==> config.mk <==
export PLATFORM = sky130hd
export DESIGN_NAME = nor3_sweep_ctrl
export DESIGN_NICKNAME = d
export VERILOG_FILES = /design/src/rtl/nor3_sweep_ctrl.sv
export SDC_FILE = /design/constraint.sdc
export NUM_CORES = 1
export LEC_CHECK = 0
export BUFFER_PORTS_ARGS = -buffer_cell sky130_fd_sc_hd__buf_2
export CORE_ASPECT_RATIO = 1.1
export CORE_MARGIN = 2
export CORE_UTILIZATION = 55
export DETAILED_ROUTE_END_ITERATION = 8
export GPL_ROUTABILITY_DRIVEN = 0
export PLACE_DENSITY = 0.85
export SLEW_MARGIN = 20
export SYNTH_ARGS = -nofsm -noshare
export SYNTH_HDL_FRONTEND = slang
export SYNTH_SLANG_ARGS = --single-unit
==> constraint.sdc <==
create_clock -name clk -period 3.2 [get_ports clk]
set_clock_uncertainty 0.1 [all_clocks]
set_input_delay 0.96 -clock clk [delete_from_list [all_inputs] [get_ports clk]]
set_output_delay 0.96 -clock clk [all_outputs]
set_load 0.05 [all_outputs]
==> src/rtl/nor3_sweep_ctrl.sv <==
// Clocked sweep sequencer for a bank of 3-input NOR gates: drives all 8 input vectors,
// waits SETTLE cycles, then checks every gate output and accumulates error statistics.
module nor3_sweep_ctrl #(
  parameter int N_GATES = 5,
  parameter int SETTLE  = 2,
  parameter int LOOPS   = 1
) (
  input  logic               clk,
  input  logic               rst_n,
  input  logic               start,
  input  logic               abort,
  input  logic [N_GATES-1:0] gate_out,
  output logic               in1,
  output logic               in2,
  output logic               in3,
  output logic               busy,
  output logic               done,
  output logic               pass,
  output logic [7:0]         err_count,
  output logic [N_GATES-1:0] fail_mask,
  output logic [2:0]         first_fail_vec
);

  typedef enum logic [2:0] {S_IDLE, S_APPLY, S_WAIT, S_CHECK, S_DONE} state_t;

  localparam logic [7:0] SETTLE_C = 8'(SETTLE);
  localparam logic [7:0] LOOPS_M1 = 8'(LOOPS - 1);

  state_t             state_q, state_d;
  logic [2:0]         vec_q, vec_d;
  logic [7:0]         loop_q, loop_d;
  logic [7:0]         cnt_q, cnt_d;
  logic [7:0]         err_q, err_d;
  logic [N_GATES-1:0] mask_q, mask_d;
  logic [2:0]         ffv_q, ffv_d;
  logic               pass_q, pass_d;
  logic               exp_bit;
  logic [N_GATES-1:0] mis;

  // Case inequality so an X/Z on a gate output is reported as a mismatch in simulation.
  always_comb begin
    exp_bit = (vec_q == 3'd0);
    for (int i = 0; i < N_GATES; i++) begin
      mis[i] = (gate_out[i] !== exp_bit);
    end
  end

  always_comb begin
    state_d = state_q;
    vec_d   = vec_q;
    loop_d  = loop_q;
    cnt_d   = cnt_q;
    err_d   = err_q;
    mask_d  = mask_q;
    ffv_d   = ffv_q;
    pass_d  = pass_q;
    case (state_q)
      S_IDLE: begin
        if (abort) begin
          vec_d = 3'd0;
        end else if (start) begin
          state_d = S_APPLY;
          vec_d   = 3'd0;
          loop_d  = 8'd0;
          cnt_d   = SETTLE_C;
          err_d   = 8'd0;
          mask_d  = '0;
          ffv_d   = 3'd0;
          pass_d  = 1'b0;
        end
      end
      S_APPLY: state_d = (SETTLE > 0) ? S_WAIT : S_CHECK;
      S_WAIT: begin
        if (cnt_q <= 8'd1) state_d = S_CHECK;
        else cnt_d = cnt_q - 8'd1;
      end
      S_CHECK: begin
        if (mis != '0) begin
          mask_d = mask_q | mis;
          if (err_q != 8'hFF) err_d = err_q + 8'd1;
          if (err_q == 8'd0) ffv_d = vec_q;
        end
        if (vec_q != 3'd7) begin
          vec_d   = vec_q + 3'd1;
          cnt_d   = SETTLE_C;
          state_d = S_APPLY;
        end else if (loop_q < LOOPS_M1) begin
          vec_d   = 3'd0;
          loop_d  = loop_q + 8'd1;
          cnt_d   = SETTLE_C;
          state_d = S_APPLY;
        end else begin
          state_d = S_DONE;
          pass_d  = (err_d == 8'd0);
        end
      end
      S_DONE: begin
        state_d = S_IDLE;
        if (abort) vec_d = 3'd0;
      end
      default: state_d = S_IDLE;
    endcase
    // Abort keeps the partial statistics but discards any update from this cycle.
    if (abort && (state_q == S_APPLY || state_q == S_WAIT || state_q == S_CHECK)) begin
      state_d = S_IDLE;
      vec_d   = 3'd0;
      pass_d  = 1'b0;
      err_d   = err_q;
      mask_d  = mask_q;
      ffv_d   = ffv_q;
    end
  end

  always_ff @(posedge clk) begin
    if (!rst_n) begin
      state_q <= S_IDLE;
      vec_q   <= 3'd0;
      loop_q  <= 8'd0;
      cnt_q   <= 8'd0;
      err_q   <= 8'd0;
      mask_q  <= '0;
      ffv_q   <= 3'd0;
      pass_q  <= 1'b0;
    end else begin
      state_q <= state_d;
      vec_q   <= vec_d;
      loop_q  <= loop_d;
      cnt_q   <= cnt_d;
      err_q   <= err_d;
      mask_q  <= mask_d;
      ffv_q   <= ffv_d;
      pass_q  <= pass_d;
    end
  end

  assign in1            = vec_q[0];
  assign in2            = vec_q[1];
  assign in3            = vec_q[2];
  assign busy           = (state_q == S_APPLY) || (state_q == S_WAIT) || (state_q == S_CHECK);
  assign done           = (state_q == S_DONE);
  assign pass           = pass_q;
  assign err_count      = err_q;
  assign fail_mask      = mask_q;
  assign first_fail_vec = ffv_q;

endmodule

==> results by group <==
Job
  • Maximum capacitance violations: 0

Yosys
  • Syn Nets: 235
  • Mapped Cells: approximately 220
  • Ranking of synthesized cells by instance count: nor2_1 (40), dfxtp_1 (31), a21oi_1 (15)
  • Synthesized area: roughly 1800 um2
  • Top FF cell, synth: dfxtp_1
  • Post-synth cell types: 50
  • Number of flops mapped to enable cells by yosys: 0
  • Count leader, synth: nor2_1
  • Post-synthesis register bit count: 31
  • Syn avg cell area: slightly above 8 um2
  • Synth area leader: dfxtp_1
  • Top cell type's share of synthesized area: 0.348
  • Synth async-reset ratio: 0
  • Post-synthesis sequential area ratio: 0.348
  • Area contributors post-synth: dfxtp_1 (35%), nor2_1 (8.4%), xor2_1 (5.9%), ha_1 (4.9%), a21oi_1 (4.2%)
  • Synth Warn #: 0

Cells and area
  • Fraction of layout cells with a size suffix above 1: 0.208
  • P&R area growth vs syn: 12.0%
  • Design Area, Final: 2000 um2
  • Antenna cells: 0
  • Fillers: between 200 and 300
  • Post-layout nets: approximately 270

Placed design
  • Dpl hpwl: slightly below 3 mm
  • PortBufs: 30
  • DP Area: slightly below 2000 um2

Clock network
  • TritonCTS buffer count: 5
  • H-tree depth: 2
  • Clk pin slew, worst setup/hold paths: 0.10 ns
  • Post-CTS setup buffers: 0
  • Root Buffer: clkbuf_4
  • Clock Latency Late Sink: 0.34 ns
  • CTS tree: built
  • Cts hold-fix bufs: 0
  • CTS sink cnt: 31
  • CTS resizes: 0
  • Longest Clk Path Bufs: 2

Route
  • Detailed Route WL: approximately 3.9 mm
  • Routed Antenna Nets: 0
  • Residual DRC: 0
  • Via count: around 1700
  • Initial DRT Pass Iterations: 4
  • DR WL/cell: 13.8 um
  • Via density: 5.85
  • Drt initial violations: between 90 and 100

Outcome
  • Status: finished clean

Critical path
  • Reg2Reg Setup Slack: ~0.69 ns
  • R2r startpoint: vec_q[0]$_SDFFE_PP0P_
  • Setup CP Type: reg2out
  • Largest fanout on the critical path: 10
  • Worst Path Arrival: ~1.5 ns
  • Critical path required time: 2.14 ns
  • R2r endpoint: pass$_SDFFE_PP0P_
  • CP Launch Type: flop
  • Reg2reg path depth: 7
  • Critical path capture point type: primary output

Worst hold path
  • Hold Crit Depth: 2
  • Hold_sp: fail_mask[1]$_SDFFE_PN0P_
  • Min-Delay Path Class: reg2reg
  • Hold Path Sink: fail_mask[1]$_SDFFE_PN0P_

Global routing
  • Vias in the first global route: 1505
  • Initial antenna violation count: 0
  • First-pass GRT wire length: between 6 and 7 mm
  • Largest net degree at the start of global routing: 15
  • Total track usage: 0.235
  • Global route overflow: 0

Timing
  • Fin crit share: 0.793
  • RSZ-0062 raised after global routing: false
  • Hold Violations, Final: 0
  • Max Freq: approximately 400 MHz
  • Slew headroom: 0.515
  • Max-slew violations: 0
  • Slew @ Worst Pin: about 0.73 ns
  • Fin crit period: around 2.5 ns
  • Final TNS setup: 0 ns
  • Final setup viols: 0

Power and ir drop
  • Power per cell area: 375 nW/um2
  • Leakage power: roughly 0.8 nW
  • Peak VDD IR: 283 uV

Die
  • I/O pins: 31
  • Die area: around 3700 um2
  • FP Rows: 21
  • Initial core utilization: 0.580
  • Core area: a little over 3000 um2
  • Die Y: ~64 um
  • Die width: slightly below 60 um
==> how the worst max path moves through the flow <==
stage	from	cells after the start	end	slack, ns
after floorplan	vec_q[0]$_SDFFE_PP0P_	9	pass$_SDFFE_PP0P_	0.46
after global placement	gate_out[0]	7	pass$_SDFFE_PP0P_	0.38
after detailed placement	gate_out[0]	7	pass$_SDFFE_PP0P_	0.35
after CTS	state_q[1]$_SDFFE_PP0P_	3	busy	0.68
after global routing	vec_q[0]$_SDFFE_PP0P_	8	pass$_SDFFE_PP0P_	0.52
final	state_q[1]$_SDFFE_PP0P_	3	busy	0.66
==> cells in the final DEF (no fill, tap or decap), drive strengths merged, types with 3 or more instances in the layout <==
master  count
a22oi       7
or2         4
a31oi       3
a21oi      15
inv         8
nand2      14
xor2       12
dfxtp      31
nand3       6
clkbuf      6
nand4       4
nand3b      5
buf        33
nor3       13
ha          7
nor2       40
o21ai       7
==> layer usage <==
metal  global-route usage  part of all wire  vias up
met5                    0                 0        -
met4                0.108             0.022        0
met3               0.0810             0.066       12
met2                0.371              0.49       52
met1                0.284              0.42      757
li1                     -                 -      840
==> state kept, by name, indices dropped and copies added, names as in the netlist <==
| register | count |
|---|---|
| first_fail_vec | 3 |
| vec_q | 3 |
| pass | 1 |
| state_q | 3 |
| err_count | 8 |
| cnt_q | 8 |
| fail_mask | 5 |
==> metrics by stage <==
step	power [mW]	worst slack [ns]	instances	util	hold slack, ns
2_1_floorplan	0.501	0.465	219	-	0.371
3_3_place_gp	0.530	0.379	276	0.632	0.348
3_5_place_dp	0.532	0.349	276	0.632	0.358
4_1_cts	0.757	0.680	284	0.650	0.386
5_1_grt	0.792	0.524	284	0.650	0.412
6_report	0.749	0.662	284	0.650	0.382
==> critical path, stage by stage (launching register included) <==
cell	delay (ns)
dfxtp_1	0.54
nor2_1	0.14
nor2_1	0.17
buf_2	0.29
==> area by class of cell <==
cell class	count	area, um2	area share
clock buffers	6	41.3	0.0207
repair buffers	33	173	0.0864
multi-input cells	170	1080	0.540
well taps	34	42.5	0.0213
clock inverters	2	12.5	0.00626
flip-flops and latches	31	621	0.311
inverters	8	30.0	0.0150
==> cell families after synthesis <==
logic type / after synthesis / synth area share
compound gates: 46 / 0.181
xor+xnor: 14 / 0.0687
fa+ha+maj: 7 / 0.0491
buf+inv: 18 / 0.0477
flops: 31 / 0.348
mux: 2 / 0.0112
simple gates: 101 / 0.295
==> power by group <==
part | switching (mW) | internal, mW
clock | 0.141 | 0.0846
sequential | 0.0117 | 0.398
combinational | 0.0695 | 0.0439
total | 0.222 | 0.527
No activity file was read; power rests on OpenSTA's default activity.
